$ cat config.mk
export PLATFORM = sky130hd
export DESIGN_NAME = uc_ctrl
export DESIGN_NICKNAME = d
export VERILOG_FILES = /design/src/rtl/uc_ctrl.sv
export SDC_FILE = /design/constraint.sdc
export NUM_CORES = 1
export LEC_CHECK = 0
export ABC_AREA = 1
export ABC_CLOCK_PERIOD_IN_PS = 1800
export CAP_MARGIN = 20
export CORE_ASPECT_RATIO = 0.5
export CORE_MARGIN = 10
export CORE_UTILIZATION = 47
export DETAILED_ROUTE_END_ITERATION = 10
export HOLD_SLACK_MARGIN = 0.02
export PLACE_DENSITY = 0.89
export SLEW_MARGIN = 30
export SYNTH_ARGS = -nofsm -noshare
export SYNTH_HDL_FRONTEND = slang
export SYNTH_SLANG_ARGS = --single-unit
$ cat constraint.sdc
create_clock -name clk -period 1.8 [get_ports clk]
set_input_delay 0.27 -clock clk [delete_from_list [all_inputs] [get_ports clk]]
set_output_delay 0.27 -clock clk [all_outputs]
set_load 0.05 [all_outputs]
$ cat src/rtl/uc_ctrl.sv
// uc_ctrl: single-cycle CPU control unit with run/step/halt sequencing and a saturating instruction counter
module uc_ctrl #(
  parameter int CNT_W = 16
) (
  input  logic             clk,
  input  logic             reset,
  input  logic [5:0]       Opcode,
  input  logic             z,
  input  logic             start,
  input  logic             step,
  output logic             s_inc,
  output logic             s_inm,
  output logic             we3,
  output logic             s_skip,
  output logic [2:0]       Op,
  output logic             pc_en,
  output logic             busy,
  output logic             halted,
  output logic [CNT_W-1:0] icount
);
  typedef enum logic [1:0] {IDLE, RUN, STEP, HALT} state_t;
  state_t state, state_nx;
  logic [2:0] cls;
  logic halt_op, exec;
  assign cls = Opcode[5:3];
  assign halt_op = cls == 3'b111;
  always_ff @(posedge clk or negedge reset)
    if (!reset) state <= IDLE;
    else state <= state_nx;
  always_comb begin
    state_nx = state;
    case (state)
      IDLE: state_nx = start ? RUN : step ? STEP : IDLE;
      RUN:  state_nx = halt_op ? HALT : RUN;
      STEP: state_nx = halt_op ? HALT : IDLE;
      HALT: state_nx = HALT;
      default: state_nx = IDLE;
    endcase
  end
  // Gating with reset keeps outputs safe even before the state register settles.
  always_comb begin
    exec = reset && (state == RUN || state == STEP) && !halt_op;
    we3 = exec && (cls == 3'b000 || cls == 3'b001);
    s_inm = exec && cls == 3'b001;
    s_inc = !(exec && cls == 3'b010);
    s_skip = exec && ((cls == 3'b011 && z) || (cls == 3'b100 && !z));
    Op = !exec ? 3'b000 : cls == 3'b000 ? Opcode[2:0] : (cls == 3'b011 || cls == 3'b100) ? 3'b011 : 3'b000;
    pc_en = exec;
    busy = state == RUN || state == STEP;
    halted = state == HALT;
  end
  always_ff @(posedge clk or negedge reset)
    if (!reset) icount <= '0;
    else if (exec && icount != '1) icount <= icount + 1'b1;
endmodule
== Word level (Yosys, flattened, before mapping) ==
Cells that the tools add are included.
Widths: inputs -> output; s select.
Word-level totals
  register bits: 18
  input bits: 11
  output and inout port bits: 26
  logic and storage cells: 38
Operators by class
  $add $sub $neg: 1
  equal/unequal tests: 9
  multiplexer cells: 8
  reduce and logical (&&, ||, !) cells: 18
Operators by type and width (number)
  $add 16x1->16 const B: 1
  $ne 16x16->1 const B: 1
  $mux 2: 5
  $logic_and 1x1->1: 9
  $pmux 2 s4: 1
  $eq 3x2->1 const B: 2
  $eq 3x3->1 const B: 2
  $mux 3: 2
  $eq 2x2->1 const B: 2
  $logic_or 1x1->1: 4
  $eq 3x1->1 const B: 1
  $logic_not 1->1: 3
  $logic_not 3->1: 1
  $eq 2x1->1 const B: 1
  $logic_not 2->1: 1

== Depth between registers and ports, before layout ==
  depth in word-level cells: 6
  gate-level depth with buffers: 11
  gate-level depth less buffers: 11

== Worst setup path after synthesis ==
Ideal clock, no wire load.
  path type: reg-to-output
  start point: register state[0]
  end point: output port s_inm
  data arrival time: 2590 ps
  data required time: 1530 ps
  slack: -1060 ps
  stages on the path, launching flop included: 5
  path buffers: 0
  cell sequence: dfrtp_1 > inv_1 > ha_1 > nand2_1 > nor4_1
Between the ends
  longest elaborated chain between the ends: 5
  elaborated cells on any way between the ends: 6
  those cells by class: 2 x eq/ne; 4 x reduce/logical
RTL lines
  start: declaration: RTL line 22  | state_t state, state_nx;
  start signal: assignment: RTL line 29  | else state <= state_nx;
  $eq 2x1->1 / $eq 2x2->1 (equally long branches)
  $logic_or 1x1->1 (*)
  named net busy: RTL line 17  | output logic busy,
  $logic_and 1x1->1 (*) (2 in series): RTL line 42  | exec = reset && (state == RUN || state == STEP) && !halt_op;
  $logic_and 1x1->1 (*): RTL line 44  | s_inm = exec && cls == 3'b001;
  end: declaration: RTL line 12  | output logic s_inm,
The timed path passes the listed nets; every way through them passes the cells marked *.

== Worst setup path in the final report ==
  start point: register state[1]
  end point: output port Op[2]
Between the ends
  longest elaborated chain between the ends: 5
  elaborated cells on any way between the ends: 6
  those cells by class: 2 x eq/ne; 1 x mux; 3 x reduce/logical
RTL lines
  $eq 2x1->1 / $eq 2x2->1 (equally long branches): RTL line 42
  $logic_or 1x1->1 (*): RTL line 42
  $logic_and 1x1->1 (*) (2 in series): RTL line 42
  $mux 3 (*): RTL line 47  | Op = !exec ? 3'b000 : cls == 3'b000 ? Opcode[2:0] : (cls == 3'b011 || cls == 3'b100) ? 3'b011 : 3'b000;
  end: declaration: RTL line 15  | output logic [2:0] Op,
Mark *: on every way between the ends. The rest lies on a longest branch, timed or not.

==> impl_metrics.env <==
export IMPL_clock_sinks=18
export IMPL_htree_levels=1
export IMPL_grt_ovfl_total=0
export IMPL_intPower_mw=1.305
export IMPL_io_buffers=36
export IMPL_setup_slack_ns=-0.05966
export IMPL_num_antenna_cells=0
export IMPL_p_leak_nw=0.9259
export IMPL_r2r_end="icount[14]"
export IMPL_gp_congestion=0.8554
export IMPL_yosys_warnings=0
export IMPL_ys_seq_area_frac=0.3596
export IMPL_synth_seq_cells=18
export IMPL_pwr_density_cell_nw_per_um2=1206
export IMPL_syn_area_um2=1252
export IMPL_period_needed_ns=1.860
export IMPL_dr_total_vias=1415
export IMPL_rsz0062_at_grt="true"
export IMPL_die_height_um=56.50
export IMPL_drt_total_wl_um=3916
export IMPL_maxSlewViolCount=0
export IMPL_tightest_slew_ns=0.2782
export IMPL_drive_above_1_share=0.3193
export IMPL_pin_count=37
export IMPL_outcome="finished with violations"
export IMPL_antenna_found_initial=0
export IMPL_hold_buffers=0
export IMPL_grt_pass1_wl_um=6230
export IMPL_path_cells="inv_2, ha_4, nand2_4, inv_4, nand2_4, clkinvlp_4, nand2_2, nor2_4, buf_12"
export IMPL_ant_nets=0
export IMPL_rows=13
export IMPL_track_usage=0.1400
export IMPL_syn_inst=183
export IMPL_dr_pass1_iters=4
export IMPL_syn_num_nets=199
export IMPL_startpoint_type="flip-flop"
export IMPL_viasPerCell=5.145
export IMPL_crit_required_ns=1.53
export IMPL_core_um2=2570
export IMPL_grt_max_degree=19
export IMPL_crit_type="reg2out"
export IMPL_max_stage_delay_ns=0.38
export IMPL_grt_pass1_vias=1335
export IMPL_numCtsBuffers=3
export IMPL_nFillCells=170
export IMPL_finalSetupViolCount=5
export IMPL_reg2reg_slack_ns=0.08
export IMPL_critPathBufInv=4
export IMPL_area_growth_pct=59.74
export IMPL_p_comb_frac=0.616
export IMPL_whs_ns=0.5490
export IMPL_root_buffer="clkbuf_8"
export IMPL_finalHoldViolCount=0
export IMPL_violations="negative setup slack"
export IMPL_num_nets_final=255
export IMPL_fmax_mhz=537.7
export IMPL_clock_skew_ns=0.004825
export IMPL_start_util=0.4873
export IMPL_cp_depth=9
export IMPL_cts_tree="done"
export IMPL_worst_setup_path_end_kind="output pin"
export IMPL_p_switching_mw=1.108
export IMPL_drt_initial_drc_count=95
export IMPL_crit_slowest_cell="dfrtp_1"
export IMPL_hold_path_end="icount[8]"
export IMPL_power_mw=2.413
export IMPL_r2r_cells=11
export IMPL_power_frac_seq=0.243
export IMPL_path_max_fanout=3
export IMPL_switching_share=0.4591
export IMPL_place_hpwl_um=2961
export IMPL_clkLatencyLatePin_ns=0.26
export IMPL_setup_tns_final_ns=-0.1343
export IMPL_clockPowerShare=0.141
export IMPL_slew_headroom=0.8132
export IMPL_avgSynthCellArea_um2=6.844
export IMPL_ir_drop_mv=1.041
export IMPL_cp_common_cell="nand2_4"
export IMPL_drv_cap=0
export IMPL_cp_arrival_ns=1.59
export IMPL_hold_start="icount[8]"
export IMPL_finalCritPeriodShare=1.033
export IMPL_drc=0
export IMPL_dieArea_um2=5255
export IMPL_wl_per_cell_um=14.24
export IMPL_fp_dieW_um=93.01
export IMPL_ctsLongestPathBuffers=2
export IMPL_whs_path_depth=1
export IMPL_crit_reg2reg_launch="state[1]"
export IMPL_clkSlewWorstSetupHoldPaths_ns=0.07
export IMPL_synth_cell_types=22
export IMPL_crit_family="flip-flops"
export IMPL_hp_class="reg2reg"
## per-layer routing
| metal | vias to the layer above | track usage | share of wire |
|---|---|---|---|
| met5 | - | 0 | 0 |
| met4 | 0 | 0.03930 | 0.015 |
| met3 | 6 | 0.03444 | 0.070 |
| met2 | 53 | 0.2552 | 0.52 |
| met1 | 669 | 0.1577 | 0.40 |
| li1 | 687 | - | - |
## registers in the layout, indices dropped and copies added (netlist names)
name,count
icount,16
state,2
## power by group through the flow
| stage | logic, mW | clock network (mW) | registers, mW |
|---|---|---|---|
| 3_3_place_gp | 1.32 | 0 | 0.590 |
| 5_1_grt | 1.58 | 0.367 | 0.594 |
| 3_5_place_dp | 1.35 | 0 | 0.594 |
| 4_1_cts | 1.44 | 0.340 | 0.588 |
| 6_report | 1.49 | 0.341 | 0.586 |
| 2_1_floorplan | 0.615 | 0 | 0.792 |
## area by class of cell
cell class,instances,area [µm²],share of cell area
Clock buffer,4,55.05,0.02752
Inverter,22,88.84,0.04440
Multi-Input combinational cell,142,797.0,0.3984
Sequential cell,18,450.4,0.2251
Tap cell,37,46.29,0.02314
Timing Repair Buffer,52,563.0,0.2814
## kinds of logic after synthesis
logic type                 synth area share
AOI/OAI and AO/OA                   0.05994
DFF                                  0.3596
adders and majority gates           0.04995
xor gates and xnor gates            0.04197
buffers and inverters               0.07493
and+or+nand+nor                      0.4136
## cell usage after synthesis
master / number / area, µm²
a211oi_1: 1 / 7.510
a21oi_1: 1 / 5.000
buf_6: 1 / 11.26
dfrtp_1: 18 / 450.4
ha_1: 5 / 62.56
inv_1: 20 / 75.07
inv_2: 2 / 7.510
nand2_1: 69 / 259.0
nand2_2: 3 / 18.77
nand3_1: 10 / 50.05
nand3b_1: 1 / 7.510
nand4_1: 6 / 37.54
nor2_1: 20 / 75.07
nor2_2: 4 / 25.02
nor2_4: 3 / 33.78
nor3_1: 1 / 5.000
nor4_1: 1 / 6.260
o21ai_0: 8 / 40.04
o21ai_1: 1 / 5.000
o21ai_2: 2 / 17.52
xnor2_1: 3 / 26.28
xor2_1: 3 / 26.28
## per-stage QoR
stage,instance area (µm²),instances,setup WS [ns],util
floorplan,1323,183,-0.1924,-
finish,2001,275,-0.05966,0.7785
detailed placement,1858,264,-0.02035,0.7230
CTS,1968,272,-0.08014,0.7658
global placement,1858,264,0.01860,0.7230
global route,2001,275,-0.1383,0.7785
## cells in the final DEF (no fill, tap or decap), types with 2 or more instances in the layout
cell type | Yosys | layout
nand4_1 | 6 | 6
inv_1 | 20 | 15
xnor2_1 | 3 | 3
dfrtp_1 | 18 | 18
ha_1 | 5 | 4
clkdlybuf4s50_1 | 0 | 9
buf_4 | 0 | 29
buf_12 | 0 | 11
nor2_1 | 20 | 17
xor2_1 | 3 | 3
nor2_2 | 4 | 5
o21ai_0 | 8 | 8
nand2_2 | 3 | 5
inv_2 | 2 | 5
nand3_1 | 10 | 10
nor2_4 | 3 | 5
buf_6 | 1 | 2
nand2_1 | 69 | 65
clkbuf_8 | 0 | 4
nand2_4 | 0 | 2
o21ai_2 | 2 | 2
## worst reg2reg max path, delay by kind of cell (launching register included)
kind          cells  cell delay, ns
flops             1            0.38
fa+ha+maj         1            0.28
simple gates      5            0.44
buf+inv           5            0.53
## worst max-delay path by stage
stage,startpoint,to,slack (ns)
global route,state[1],Op[2],-0.14
detailed placement,reset,s_inm,-0.02
floorplan,state[0],s_inm,-0.19
global placement,reset,s_inm,0.02
CTS,state[0],s_inm,-0.08
finish,state[1],Op[2],-0.06
## timing repair
action | 4_1_cts | 5_1_grt
setup endpoints to repair | 8 | 22
setup buffers | 4 | 3
resized for setup | 5 | 4
pin swaps | 4 | 2
(Power assumes the default switching activity.)
